===== src/rtl/pair_list_sequencer.sv =====
// pair_list_sequencer
//
// Accepts one 32-bit pair-list word and replays it as eight 4-bit beats.
// Word layout: list x = [31:16], list y = [15:0]. In each list, pair[1] is
// the upper byte. In each pair, half a is the upper nibble.
// Beat k (0..7) selects list = k[2] ^ Y_FIRST, idx = k[1], half = k[0].
//
// Parameters:
//   Y_FIRST    : 0 = list x is emitted first, 1 = list y is emitted first
//
// Ports:
//   clk        : sole clock, rising edge
//   rst        : synchronous, active-high reset
//   in_data    : pair-list word
//   in_valid   : in_data is offered
//   in_ready   : sequencer is idle and can take a word
//   out_data   : current nibble
//   out_valid  : out_data and the select outputs are valid
//   out_ready  : consumer takes the current beat
//   out_list   : 0 = x, 1 = y
//   out_idx    : pair index within the list
//   out_half   : 0 = a, 1 = b
//   out_parity : XOR of out_data bits (only with PAIR_SEQ_PARITY_EN)
//   out_last   : eighth and final beat of the word
//
// Optional feature macro: PAIR_SEQ_PARITY_EN adds out_parity.
module pair_list_sequencer #(
    parameter int unsigned Y_FIRST = 0
) (
    input  logic        clk,
    input  logic        rst,
    input  logic [31:0] in_data,
    input  logic        in_valid,
    output logic        in_ready,
    output logic [3:0]  out_data,
    output logic        out_valid,
    input  logic        out_ready,
    output logic        out_list,
    output logic        out_idx,
    output logic        out_half,
`ifdef PAIR_SEQ_PARITY_EN
    output logic        out_parity,
`endif
    output logic        out_last
);

    localparam logic YF = (Y_FIRST != 0);

    typedef enum logic {
        IDLE = 1'b0,
        BUSY = 1'b1
    } state_t;

    state_t      state_reg;
    logic [2:0]  cnt_reg;
    logic [31:0] word_reg;

    logic        in_ready_reg;
    logic        out_valid_reg;
    logic [3:0]  out_data_reg;
    logic        out_list_reg;
    logic        out_idx_reg;
    logic        out_half_reg;
    logic        out_last_reg;
`ifdef PAIR_SEQ_PARITY_EN
    logic        out_parity_reg;
`endif

    // Nibble views of the stored word and of the incoming word, indexed by
    // nibble position (0 = bits [3:0]).
    logic [3:0] word_nib [8];
    logic [3:0] in_nib   [8];

    genvar gi;
    generate
        for (gi = 0; gi < 8; gi++) begin : g_nib
            assign word_nib[gi] = word_reg[gi*4 +: 4];
            assign in_nib[gi]   = in_data[gi*4 +: 4];
        end
    endgenerate

    // Map a beat number to the nibble position it reads. List x lives in
    // the upper half-word and half a is the upper nibble of a pair, hence
    // the inversions.
    function automatic logic [2:0] beat_pos(input logic [2:0] k);
        logic lst;
        lst = k[2] ^ YF;
        return {~lst, k[1], ~k[0]};
    endfunction

    logic [2:0] cnt_next;
    logic [3:0] first_nib;
    logic [3:0] next_nib;

    always_comb begin
        cnt_next  = cnt_reg + 3'd1;
        first_nib = in_nib[beat_pos(3'd0)];
        next_nib  = word_nib[beat_pos(cnt_next)];
    end

    always_ff @(posedge clk) begin
        if (rst) begin
            state_reg      <= IDLE;
            cnt_reg        <= 3'd0;
            word_reg       <= 32'd0;
            in_ready_reg   <= 1'b1;
            out_valid_reg  <= 1'b0;
            out_data_reg   <= 4'd0;
            out_list_reg   <= 1'b0;
            out_idx_reg    <= 1'b0;
            out_half_reg   <= 1'b0;
            out_last_reg   <= 1'b0;
`ifdef PAIR_SEQ_PARITY_EN
            out_parity_reg <= 1'b0;
`endif
        end else begin
            case (state_reg)
                IDLE: begin
                    if (in_valid) begin
                        // Beat 0 is taken straight from in_data so it is
                        // presented on the first BUSY cycle.
                        state_reg      <= BUSY;
                        cnt_reg        <= 3'd0;
                        word_reg       <= in_data;
                        in_ready_reg   <= 1'b0;
                        out_valid_reg  <= 1'b1;
                        out_data_reg   <= first_nib;
                        out_list_reg   <= YF;
                        out_idx_reg    <= 1'b0;
                        out_half_reg   <= 1'b0;
                        out_last_reg   <= 1'b0;
`ifdef PAIR_SEQ_PARITY_EN
                        out_parity_reg <= ^first_nib;
`endif
                    end
                end
                BUSY: begin
                    if (out_ready) begin
                        if (cnt_reg == 3'd7) begin
                            // Final beat taken: one IDLE cycle follows.
                            state_reg      <= IDLE;
                            cnt_reg        <= 3'd0;
                            in_ready_reg   <= 1'b1;
                            out_valid_reg  <= 1'b0;
                            out_data_reg   <= 4'd0;
                            out_list_reg   <= 1'b0;
                            out_idx_reg    <= 1'b0;
                            out_half_reg   <= 1'b0;
                            out_last_reg   <= 1'b0;
`ifdef PAIR_SEQ_PARITY_EN
                            out_parity_reg <= 1'b0;
`endif
                        end else begin
                            cnt_reg        <= cnt_next;
                            out_data_reg   <= next_nib;
                            out_list_reg   <= cnt_next[2] ^ YF;
                            out_idx_reg    <= cnt_next[1];
                            out_half_reg   <= cnt_next[0];
                            out_last_reg   <= (cnt_next == 3'd7);
`ifdef PAIR_SEQ_PARITY_EN
                            out_parity_reg <= ^next_nib;
`endif
                        end
                    end
                end
                default: state_reg <= IDLE;
            endcase
        end
    end

    assign in_ready   = in_ready_reg;
    assign out_valid  = out_valid_reg;
    assign out_data   = out_data_reg;
    assign out_list   = out_list_reg;
    assign out_idx    = out_idx_reg;
    assign out_half   = out_half_reg;
    assign out_last   = out_last_reg;
`ifdef PAIR_SEQ_PARITY_EN
    assign out_parity = out_parity_reg;
`endif

endmodule


===== config.mk =====
export PLATFORM = sky130hd
export DESIGN_NAME = pair_list_sequencer
export DESIGN_NICKNAME = d
export VERILOG_FILES = /design/src/rtl/pair_list_sequencer.sv
export SDC_FILE = /design/constraint.sdc
export NUM_CORES = 1
export LEC_CHECK = 0
export CORE_MARGIN = 3
export CORE_UTILIZATION = 49
export CTS_CLUSTER_DIAMETER = 80
export DETAILED_ROUTE_END_ITERATION = 10
export PLACE_DENSITY = 0.86
export SKIP_LAST_GASP = 1
export SLEW_MARGIN = 40
export SYNTH_ARGS = -nofsm -noshare
export SYNTH_HDL_FRONTEND = slang
export SYNTH_SLANG_ARGS = --single-unit

===== constraint.sdc =====
create_clock -name clk -period 2.4 [get_ports clk]
set_input_delay 0.48 -clock clk [delete_from_list [all_inputs] [get_ports clk]]
set_output_delay 0.48 -clock clk [all_outputs]
set_load 0.05 [all_outputs]

==> out/metrics.csv <==
stage,metric,value,unit
status,status,finished clean,
route,drt_pass1_iterations,4,
job,maxCapViolations,0,
sta,period_needed,2.16,ns
grt,grt_pass1_wl,7080,µm
layout,regArea,861,µm²
layout,nFillCells,299,
cts,cts_max_level,2,
sta,rsz0062_at_grt,false,
layout,layout-drive-gt1-share,8.02,%
synth,syn_inst,222,
cts,cts_resized,0,
sta,slew_viol_final,0,
sta,skew,0.00484,ns
route,wl,4240,µm
sta,worstMarginPinSlew,0.557,ns
synth,syn_area,1960,µm²
worst_setup_path,critical-path-top-delay-family,multiplexers,
placed_design,dp_hpwl,3050,µm
min_path,whs_endpoint,word_reg[15],
worst_setup_path,rr_startpoint,cnt_reg[0],
synth,seq_area_frac_synth,43.9,%
grt,grt_pass1_vias,1565,
grt,antenna_found_initial,0,
route,ant_nets,0,
route,drc,0,
grt,grt_max_degree,33,
worst_setup_path,crit_path_cell_trace,ha_1 -> ha_1 -> mux4_1 -> mux2i_1 -> a211oi_1,
floorplanning,dieArea,4800,µm²
sta,hold_viol_final,0,
floorplanning,core-area,3770,µm²
sta,fmaxAchievable,0.463,GHz
placed_design,portBuffers,45,
worst_setup_path,slowest_stage,mux4_1,
layout,largest_reg_flops,32,
sta,setup_viol,0,
synth,synth-seq-cells,43,
cts,cts.sinks,43,
grt,overflow,0,
sta,relSlewSlack,62.7,%
floorplanning,rows,22,
sta,tns,0,ns
route,drt_iter0_markers,115,
floorplanning,die_h,69.3,µm
worst_setup_path,crit_type,reg -> reg,
cts,cts_root_buf,clkbuf_8,
route,wl_per_cell,13.7,µm
layout,multi_input_area,992,µm²
worst_setup_path,crit_arrival,2.35,ns
power_and_ir_drop,powerDensity,606,nW/µm²
worst_setup_path,startpoint_type,register,
layout,fin_util,67.3,%
cts,hold_buffers,0,
worst_setup_path,crit_top_cell,ha_1,
worst_setup_path,reg2reg_depth,5,
synth,synth_cell_types,25,
layout,antennaDiodeCount,0,
route,detail_route.vias_per_cell,5.30,
worst_setup_path,end_kind,register,
power_and_ir_drop,ir_drop,423,µV
layout,area_growth,29.3,%
min_path,min-delay-start,word_reg[15],
cts,cts_buffer_depth,2,
synth,synth_fp_nets,261,
cts,cts_made_buffers,5,
floorplanning,io_pins,46,
layout,num-nets-final,300,
min_path,hp-class,reg -> reg,
cts,clk_latency,0.30,ns
floorplanning,start_util,52.0,%
worst_setup_path,worst_ep_required_time,2.59,ns
worst_setup_path,ff2ff_setup_slack,0.24,ns
floorplanning,die_w,69.3,µm
cts,postCtsSetupRepairBufs,0,
cts,cts_tree,built,
power_and_ir_drop,leakage,1.01,nW
placed_design,gp_congestion,0.790,
worst_setup_path,critical-path-max-stage-delay,0.61,ns
cts,clk_pin_slew,0.08,ns
worst_setup_path,path_buf_inv,0,
worst_setup_path,r2r-end,out_data[1],
grt,grt_usage,18.2,%
sta,fin_crit_sh,90.0,%
route,dr_total_vias,1644,
min_path,min_path_cells,2,
synth,synth.avg_cell_area,8.84,µm²
worst_setup_path,path_max_fanout,9,
synth,yosys_warnings,0,
logic make-up after synthesis:
family | count (synthesis) | synth area share [%]
AO/OA/AOI/OAI | 54 | 15.3
XOR/XNOR | 1 | 0.447
adder cells (fa/ha/maj) | 3 | 1.91
buffers and inverters | 20 | 5.68
flip-flops | 43 | 43.9
multiplexers | 13 | 13.3
AND/OR/NAND/NOR | 88 | 19.5
per-layer routing:
layer | up-vias | global-route usage (%) | routed length [µm]
li1 | 846 | - | -
met1 | 745 | 23.8 | 1990
met2 | 46 | 29.3 | 1980
met3 | 7 | 4.78 | 215
met4 | 0 | 5.86 | 53
met5 | - | 0 | 0
layout make-up:
| type | count | area share, % |
|---|---|---|
| Clock buffer | 6 | 3.26 |
| Clock inverter | 2 | 0.641 |
| Inverter | 1 | 0.148 |
| Multi-Input combinational cell | 159 | 39.1 |
| Sequential cell | 43 | 33.9 |
| Tap cell | 48 | 2.37 |
| Timing Repair Buffer | 51 | 20.5 |
worst register-to-register path: cells and delay by family (launching register included):
| kind | cells | cell delay (ns) |
|---|---|---|
| flip-flops | 1 | 0.37 |
| AO/OA/AOI/OAI | 1 | 0.10 |
| adder cells (fa/ha/maj) | 2 | 0.77 |
| multiplexers | 2 | 0.82 |
through the flow:
step / area (µm²) / setup slack [ns] / total power [mW] / hold WS, ns / std cells
after floorplan: 1960 / 0.0438 / 0.953 / 0.432 / 222
after global placement: 2440 / 0.298 / 1.06 / 0.438 / 302
after detailed placement: 2440 / 0.243 / 1.06 / 0.446 / 302
after CTS: 2540 / 0.232 / 1.55 / 0.457 / 310
after global routing: 2540 / 0.138 / 1.60 / 0.482 / 310
final: 2540 / 0.241 / 1.54 / 0.454 / 310
synthesized netlist by cell type:
cell      instances  share of area (%)
nand2_1          71                 14
dfxtp_1          43                 44
a21oi_1          41                 10
buf_2            11                2.8
mux4_1            8                 11
o21bai_1          6                2.3
or3b_2            5                2.2
a211oi_1          4                1.5
clkbuf_1          4               0.77
mux2i_1           4                2.0
ha_1              3                1.9
nand3_1           3               0.77
nor2b_1           3               0.96
buf_4             2               0.77
buf_6             2                1.1
nor2_1            2               0.38
nor3b_1           2               0.77
a311oi_1          1               0.45
a31oi_1           1               0.32
clkinv_1          1               0.19
mux2_2            1               0.57
nand2b_1          1               0.32
o21ai_0           1               0.25
or3b_1            1               0.45
xor2_1            1               0.45
where the power goes:
part / leakage, nW / switching, mW / internal, mW
sequential: 0.353 / 0.0263 / 0.755
combinational: 0.612 / 0.133 / 0.133
clock: 0.0474 / 0.254 / 0.235
how the worst max path moves through the flow:
stage                from     endpoint  slack, ns  depth (start not counted)
2_1_floorplan  cnt_reg[0]  out_data[0]       0.04                          6
3_5_place_dp   cnt_reg[0]  out_data[1]       0.24                          5
3_3_place_gp   cnt_reg[0]  out_data[1]       0.30                          5
4_1_cts        cnt_reg[0]  out_data[1]       0.23                          5
6_report       cnt_reg[0]  out_data[1]       0.24                          5
5_1_grt        cnt_reg[0]  out_data[1]       0.14                          5
layout by cell type, fill, tap and decap left out, types with 4 or more instances in the layout:
master,n
mux4_1,8
a21oi_1,41
dfxtp_1,43
nand2_1,71
clkbuf_8,6
a211oi_1,4
o21bai_1,6
buf_4,4
or3b_2,5
clkdlybuf4s50_1,45
mux2i_1,4
No activity file was read; power rests on OpenSTA's default activity.
